<file path="src/rtl/pipelined_float_to_integer_converter.sv">
// Two-stage IEEE-754 float to signed/unsigned integer converter (FCVT.W[U]/L[U] semantics).
// Stage 1 decodes and aligns the operand; stage 2 rounds, saturates and raises NV/NX.
module pipelined_float_to_integer_converter #(
    parameter int unsigned INTEGER_WIDTH  = 32,
    parameter int unsigned EXPONENT_WIDTH = 8,
    parameter int unsigned MANTISSA_WIDTH = 23
) (
    input  logic                                    clock,
    input  logic                                    reset,
    input  logic                                    input_valid,
    output logic                                    input_ready,
    input  logic [EXPONENT_WIDTH+MANTISSA_WIDTH:0]  input_float,
    input  logic                                    sign_mode,
    input  logic [2:0]                              rounding_mode,
    output logic                                    output_valid,
    input  logic                                    output_ready,
    output logic [INTEGER_WIDTH-1:0]                converted_integer,
    output logic                                    flag_invalid,
    output logic                                    flag_inexact
);

    localparam int unsigned W    = INTEGER_WIDTH;
    localparam int unsigned E    = EXPONENT_WIDTH;
    localparam int unsigned M    = MANTISSA_WIDTH;
    localparam int unsigned FW   = 1 + E + M;
    localparam int          BIAS = 2 ** (E - 1) - 1;
    // Aligned value: W+1 integer bits, one guard bit, M+1 bits feeding sticky.
    localparam int unsigned VW   = W + M + 3;
    localparam int unsigned SW   = $clog2(W + 3);

    localparam logic [W+1:0] SMAX_MAG = {3'b000, {(W - 1){1'b1}}};
    localparam logic [W+1:0] SMIN_MAG = {2'b00, 1'b1, {(W - 1){1'b0}}};
    localparam logic [W+1:0] UMAX_MAG = {2'b00, {W{1'b1}}};
    localparam logic [W-1:0] SMAX     = {1'b0, {(W - 1){1'b1}}};
    localparam logic [W-1:0] SMIN     = {1'b1, {(W - 1){1'b0}}};
    localparam logic [W-1:0] UMAX     = '1;

    typedef enum logic [2:0] {
        ClsZero,
        ClsSubnormal,
        ClsNormal,
        ClsInf,
        ClsNan
    } float_class_e;

    logic advance;

    assign advance     = !output_valid || output_ready;
    assign input_ready = advance;

    // ------------------------------------------------------------------
    // Stage 1: decode and align
    // ------------------------------------------------------------------
    logic                 in_sign;
    logic [E-1:0]         exp_field;
    logic [M-1:0]         man_field;
    float_class_e         in_cls;
    int                   e_unb;
    logic [M:0]           significand;
    logic [VW-1:0]        aligned;
    logic [W:0]           d1_int;
    logic                 d1_guard;
    logic                 d1_sticky;
    logic                 d1_huge;

    assign in_sign   = input_float[FW-1];
    assign exp_field = input_float[FW-2:M];
    assign man_field = input_float[M-1:0];

    always_comb begin
        in_cls = ClsNormal;
        if (exp_field == '1) begin
            in_cls = (man_field == '0) ? ClsInf : ClsNan;
        end else if (exp_field == '0) begin
            in_cls = (man_field == '0) ? ClsZero : ClsSubnormal;
        end
    end

    always_comb begin
        significand = {(exp_field != '0), man_field};
        // Subnormals share the minimum normal exponent.
        e_unb       = (exp_field == '0) ? (1 - BIAS) : (int'(exp_field) - BIAS);
        aligned     = '0;
        d1_int      = '0;
        d1_guard    = 1'b0;
        d1_sticky   = 1'b0;
        d1_huge     = 1'b0;
        if (e_unb > int'(W)) begin
            d1_huge = 1'b1;
        end else if (e_unb < -1) begin
            d1_sticky = |significand;
        end else begin
            aligned   = VW'(significand) << SW'(e_unb + 2);
            d1_int    = aligned[VW-1:M+2];
            d1_guard  = aligned[M+1];
            d1_sticky = |aligned[M:0];
        end
    end

    logic         s1_valid;
    logic         s1_sign;
    logic         s1_signed;
    logic [2:0]   s1_rm;
    float_class_e s1_cls;
    logic         s1_huge;
    logic [W:0]   s1_int;
    logic         s1_guard;
    logic         s1_sticky;

    always_ff @(posedge clock or posedge reset) begin
        if (reset) begin
            s1_valid  <= 1'b0;
            s1_sign   <= 1'b0;
            s1_signed <= 1'b0;
            s1_rm     <= 3'b000;
            s1_cls    <= ClsZero;
            s1_huge   <= 1'b0;
            s1_int    <= '0;
            s1_guard  <= 1'b0;
            s1_sticky <= 1'b0;
        end else if (advance) begin
            s1_valid <= input_valid;
            if (input_valid) begin
                s1_sign   <= in_sign;
                s1_signed <= sign_mode;
                s1_rm     <= rounding_mode;
                s1_cls    <= in_cls;
                s1_huge   <= d1_huge;
                s1_int    <= d1_int;
                s1_guard  <= d1_guard;
                s1_sticky <= d1_sticky;
            end
        end
    end

    // ------------------------------------------------------------------
    // Stage 2: round and saturate
    // ------------------------------------------------------------------
    logic         round_up;
    logic         inexact;
    logic [W+1:0] mag;
    logic [W-1:0] d2_result;
    logic         d2_nv;
    logic         d2_nx;

    always_comb begin
        round_up = 1'b0;
        case (s1_rm)
            3'b001:  round_up = 1'b0;
            3'b010:  round_up = s1_sign && (s1_guard || s1_sticky);
            3'b011:  round_up = !s1_sign && (s1_guard || s1_sticky);
            3'b100:  round_up = s1_guard;
            default: round_up = s1_guard && (s1_sticky || s1_int[0]);
        endcase
    end

    assign mag     = {1'b0, s1_int} + {{(W + 1){1'b0}}, round_up};
    assign inexact = s1_guard || s1_sticky;

    always_comb begin
        d2_result = '0;
        d2_nv     = 1'b0;
        d2_nx     = 1'b0;
        if (s1_cls == ClsNan) begin
            d2_nv     = 1'b1;
            d2_result = s1_signed ? SMAX : UMAX;
        end else if (s1_cls == ClsInf || s1_huge) begin
            d2_nv = 1'b1;
            if (!s1_sign) begin
                d2_result = s1_signed ? SMAX : UMAX;
            end else begin
                d2_result = s1_signed ? SMIN : '0;
            end
        end else if (s1_signed) begin
            if (!s1_sign && mag > SMAX_MAG) begin
                d2_nv     = 1'b1;
                d2_result = SMAX;
            end else if (s1_sign && mag > SMIN_MAG) begin
                d2_nv     = 1'b1;
                d2_result = SMIN;
            end else begin
                d2_result = s1_sign ? (~mag[W-1:0] + W'(1)) : mag[W-1:0];
                d2_nx     = inexact;
            end
        end else if (!s1_sign) begin
            if (mag > UMAX_MAG) begin
                d2_nv     = 1'b1;
                d2_result = UMAX;
            end else begin
                d2_result = mag[W-1:0];
                d2_nx     = inexact;
            end
        end else if (mag == '0) begin
            // Negative value that rounds to zero is merely inexact for unsigned.
            d2_nx = inexact;
        end else begin
            d2_nv = 1'b1;
        end
    end

    always_ff @(posedge clock or posedge reset) begin
        if (reset) begin
            output_valid      <= 1'b0;
            converted_integer <= '0;
            flag_invalid      <= 1'b0;
            flag_inexact      <= 1'b0;
        end else if (advance) begin
            output_valid <= s1_valid;
            if (s1_valid) begin
                converted_integer <= d2_result;
                flag_invalid      <= d2_nv;
                flag_inexact      <= d2_nx;
            end
        end
    end

endmodule

</file>
<file path="config.mk">
export PLATFORM = sky130hd
export DESIGN_NAME = pipelined_float_to_integer_converter
export DESIGN_NICKNAME = d
export VERILOG_FILES = /design/src/rtl/pipelined_float_to_integer_converter.sv
export SDC_FILE = /design/constraint.sdc
export NUM_CORES = 1
export LEC_CHECK = 0
export BUFFER_PORTS_ARGS = -buffer_cell sky130_fd_sc_hd__buf_2
export CORE_MARGIN = 3
export CORE_UTILIZATION = 55
export DETAILED_ROUTE_END_ITERATION = 10
export PLACE_DENSITY = 0.84
export SLEW_MARGIN = 20
export SYNTH_ARGS = -nofsm -noshare
export SYNTH_HDL_FRONTEND = slang
export SYNTH_SLANG_ARGS = --single-unit
export TNS_END_PERCENT = 50
</file>
<file path="constraint.sdc">
create_clock -name clock -period 11.7 [get_ports clock]
set_input_delay 1.755 -clock clock [delete_from_list [all_inputs] [get_ports clock]]
set_output_delay 1.755 -clock clock [all_outputs]
set_load 0.005 [all_outputs]
</file>
==> summary.txt <==
Power
  – Pleak: approximately 3.8 nW
  – PwrDens: 148 nW/um^2
  – VDD IR max: 0.0000725 V
  – Pwr Total: ~1.3 mW

Worst setup path
  – Arrival time worst endpoint: roughly 6.4 ns
  – CP delay by family, top: buffers and inverters
  – Critical Path Most Common Cell: inv_1
  – Crit Path Class: in2reg
  – Setup crit start: input_float[23]
  – CP bufs+invs: 4
  – Worst Setup End Kind: flop
  – R2R depth: 15
  – Required @ worst endpoint: 11.93 ns
  – CP Cell Sequence: buf_2 > inv_1 > ha_1 > inv_1 > or4_1 > o21ai_1 > xor2_2 > buf_4 > and2_1 > a22oi_1 > o21ai_0 > or3_1 > o31a_1
  – Number of stages on the worst setup path: 13
  – CP peak stage delay: a little under 0.8 ns
  – CP max FO: 46
  – Critical R2R Launch: s1_sign
  – Critical path's slowest cell: ha_1
  – CP Launch Type: input pin

Drt
  – TritonRoute pass-1 iters: 7
  – Final WL: 27.3 mm
  – Number of routed nets with antenna violations: 0
  – Avg WL per Cell: 21.3 um
  – DRC viols: 0
  – DRT iter0 DRCs: 1279
  – Vias per inst: 7.02
  – Vias: 8967

Floorplanning
  – Io pins: 76
  – Die Height: 129 um
  – # rows: 44
  – Core area: 14600 sq um
  – DIE AREA: around 17000 sq um
  – Die width: 129 um
  – Initial core utilization: 56.7%

Timing
  – Final worst slack: 5.51 ns
  – RSZ-0062 raised after global routing: no
  – Rel. slew slack: 32.4%
  – Setup violators final: 0
  – Fin crit share: 52.9%
  – Final Max Slew Viols: 0
  – Max Clock Freq: 162 MHz
  – Setup TNS: 0 ns
  – Clock Skew: 0.00884 ns
  – Worst-Margin Slew: 1.01 ns
  – Hold Violations, Final: 0
  – Min cycle time layout: 6.19 ns

Synth
  – Synth Net Count: between 1000 and 1500
  – Synth area leader: dfrtp_1
  – Yosys cell types: a little over 90
  – Sequential-to-total area share from yosys stat: 24.1%
  – Top-count cell post-synth: nand2_1
  – Most frequent cells after synthesis: nand2_1, o21ai_0, dfrtp_1
  – EDFF count, synth: 0
  – Top cell type's share of synthesized area: 24.1%
  – Warnings, synthesis: 0
  – Cell Area, Synth: 8310 sq um
  – Post-synth ARST share: 100%
  – Top post-synthesis cells by area: dfrtp_1, o21ai_0, mux2i_1, nand2_1, a21oi_1
  – Synth Instances: 1074
  – FF+latch count, synth: 80
  – Top FF cell, synth: dfrtp_1
  – Syn_area_per_cell: 7.73 sq um

Place
  – Post-DP HPWL: between 20 and 25 mm
  – Input/output buffers: between 70 and 80
  – Routability-driven placement congestion ratio: 0.991
  – Placed inst area: 8670 sq um
  – Setup WS pre-CTS: 5.27 ns
  – DP Cell Count: 1261

Cells and area
  – Fin nets: 1135
  – Final non-filler cell total: 1277
  – # fillers: 1318
  – Final Cell Area: ~9000 sq um
  – Share of layout cells above drive strength 1: 14.5%
  – Synthesis-to-finish area growth: 8.33%
  – ANT cells: 0

Run status
  – Result of the run: finished, final reports clean

Clocking
  – Clock Sinks: 80
  – CTS Hold Bufs: 0
  – Post-cts gate resize count: 0
  – Clk buf depth: 2
  – CTS tree: yes
  – Clk_lat worst skew: 0.34 ns
  – H-tree levels: 3
  – Clock Pin Slew Worst Setup and Hold Paths: 0.06 ns
  – Clock root buffer: clkbuf_16
  – CTS buffer count: 9
  – Post-CTS Setup Repair Bufs: 0

Min path
  – Hold path cells: 2
  – Critical hold path startpoint: s1_cls[2]
  – Hold Crit Class: reg2reg

Global route
  – Initial antenna violation count: 0
  – Largest net degree at the start of global routing: between 80 and 90
  – Vias in the first global route: 8141
  – Gr usage total: 32.2%
  – First-pass GRT wire length: approximately 43 mm
  – Total global routing overflow: 0

Run
  – Max cap viols: 0
## routing by layer
metal / wire, um / GRT usage [%]
met3: 2130 / 4.77
met1: 10900 / 41.3
met2: 12900 / 54.1
met4: 1320 / 13.7
met5: 0 / 0
## path summary, 6_finish.rpt
check	slack, ns	end
setup reg to reg	6.48	converted_integer[0]
min in group asynchronous	1.59	converted_integer[28]
max in group asynchronous	9.63	s1_int[3]
hold / removal	0.48	s1_cls[2]
hold reg to reg	0.48	s1_cls[2]
setup / recovery	5.51	s1_sticky
## flip-flops by register name, indices dropped and copies added, names as in the netlist, 3 cells and up
name               cells
s1_cls                 3
s1_rm                  3
s1_int                33
converted_integer     32
## layout by cell type (no fill, tap or decap), types with 11 or more instances in the layout
master,synthesis,layout
nor2_1,76,76
a31oi_1,16,16
mux2i_1,44,44
xor2_1,28,26
buf_2,31,75
inv_1,21,20
a21o_1,11,11
o21ai_0,95,95
mux2_2,18,18
dfrtp_1,80,80
nand3_1,37,37
nand2b_1,11,11
a21oi_1,74,74
a211oi_1,15,15
nand2_1,117,117
buf_4,4,14
nor4_1,12,12
nand4_1,25,25
a22o_1,20,20
xnor2_1,30,29
nor3_1,29,29
o221ai_1,12,12
and2_1,16,16
## tightest hold or removal path, stage by stage (launching register included)
cell and delay (ns):
dfrtp_1 0.34, nand2_1 0.05, o21ai_0 0.06
## power by group
| part | switching (mW) | leakage [nW] | internal, mW |
|---|---|---|---|
| sequential | 0.0483 | 1.03 | 0.339 |
| combinational | 0.383 | 2.61 | 0.248 |
| clock | 0.121 | 0.153 | 0.189 |
## stage by stage
stage,utilization (%),hold slack (ns)
global route,61.4,0.498
finish,61.4,0.484
detailed placement,59.2,0.476
global placement,59.2,0.466
CTS,61.4,0.490
floorplan,-,0.450
## logic make-up (layout without fill, tap and decap cells)
group / after synthesis / count (layout) / synth area share (%)
adder cells (fa/ha/maj): 7 / 7 / 1.05
AND/OR/NAND/NOR: 387 / 387 / 24.5
AO/OA/AOI/OAI: 369 / 369 / 30.2
multiplexers: 64 / 64 / 8.29
buffers and inverters: 108 / 127 / 5.53
flip-flops: 80 / 80 / 24.1
XOR/XNOR: 59 / 59 / 6.31
## layout make-up
cell class / count / area [sq um] / share of cell area (%)
Tap cell: 184 / 230 / 2.56
Clock inverter: 7 / 101 / 1.13
Inverter: 21 / 80.1 / 0.890
Timing Repair Buffer: 90 / 492 / 5.47
Sequential cell: 80 / 2000 / 22.3
Multi-Input combinational cell: 886 / 5870 / 65.2
Clock buffer: 9 / 225 / 2.50
Note: power is estimated with default switching activity, not from simulation.
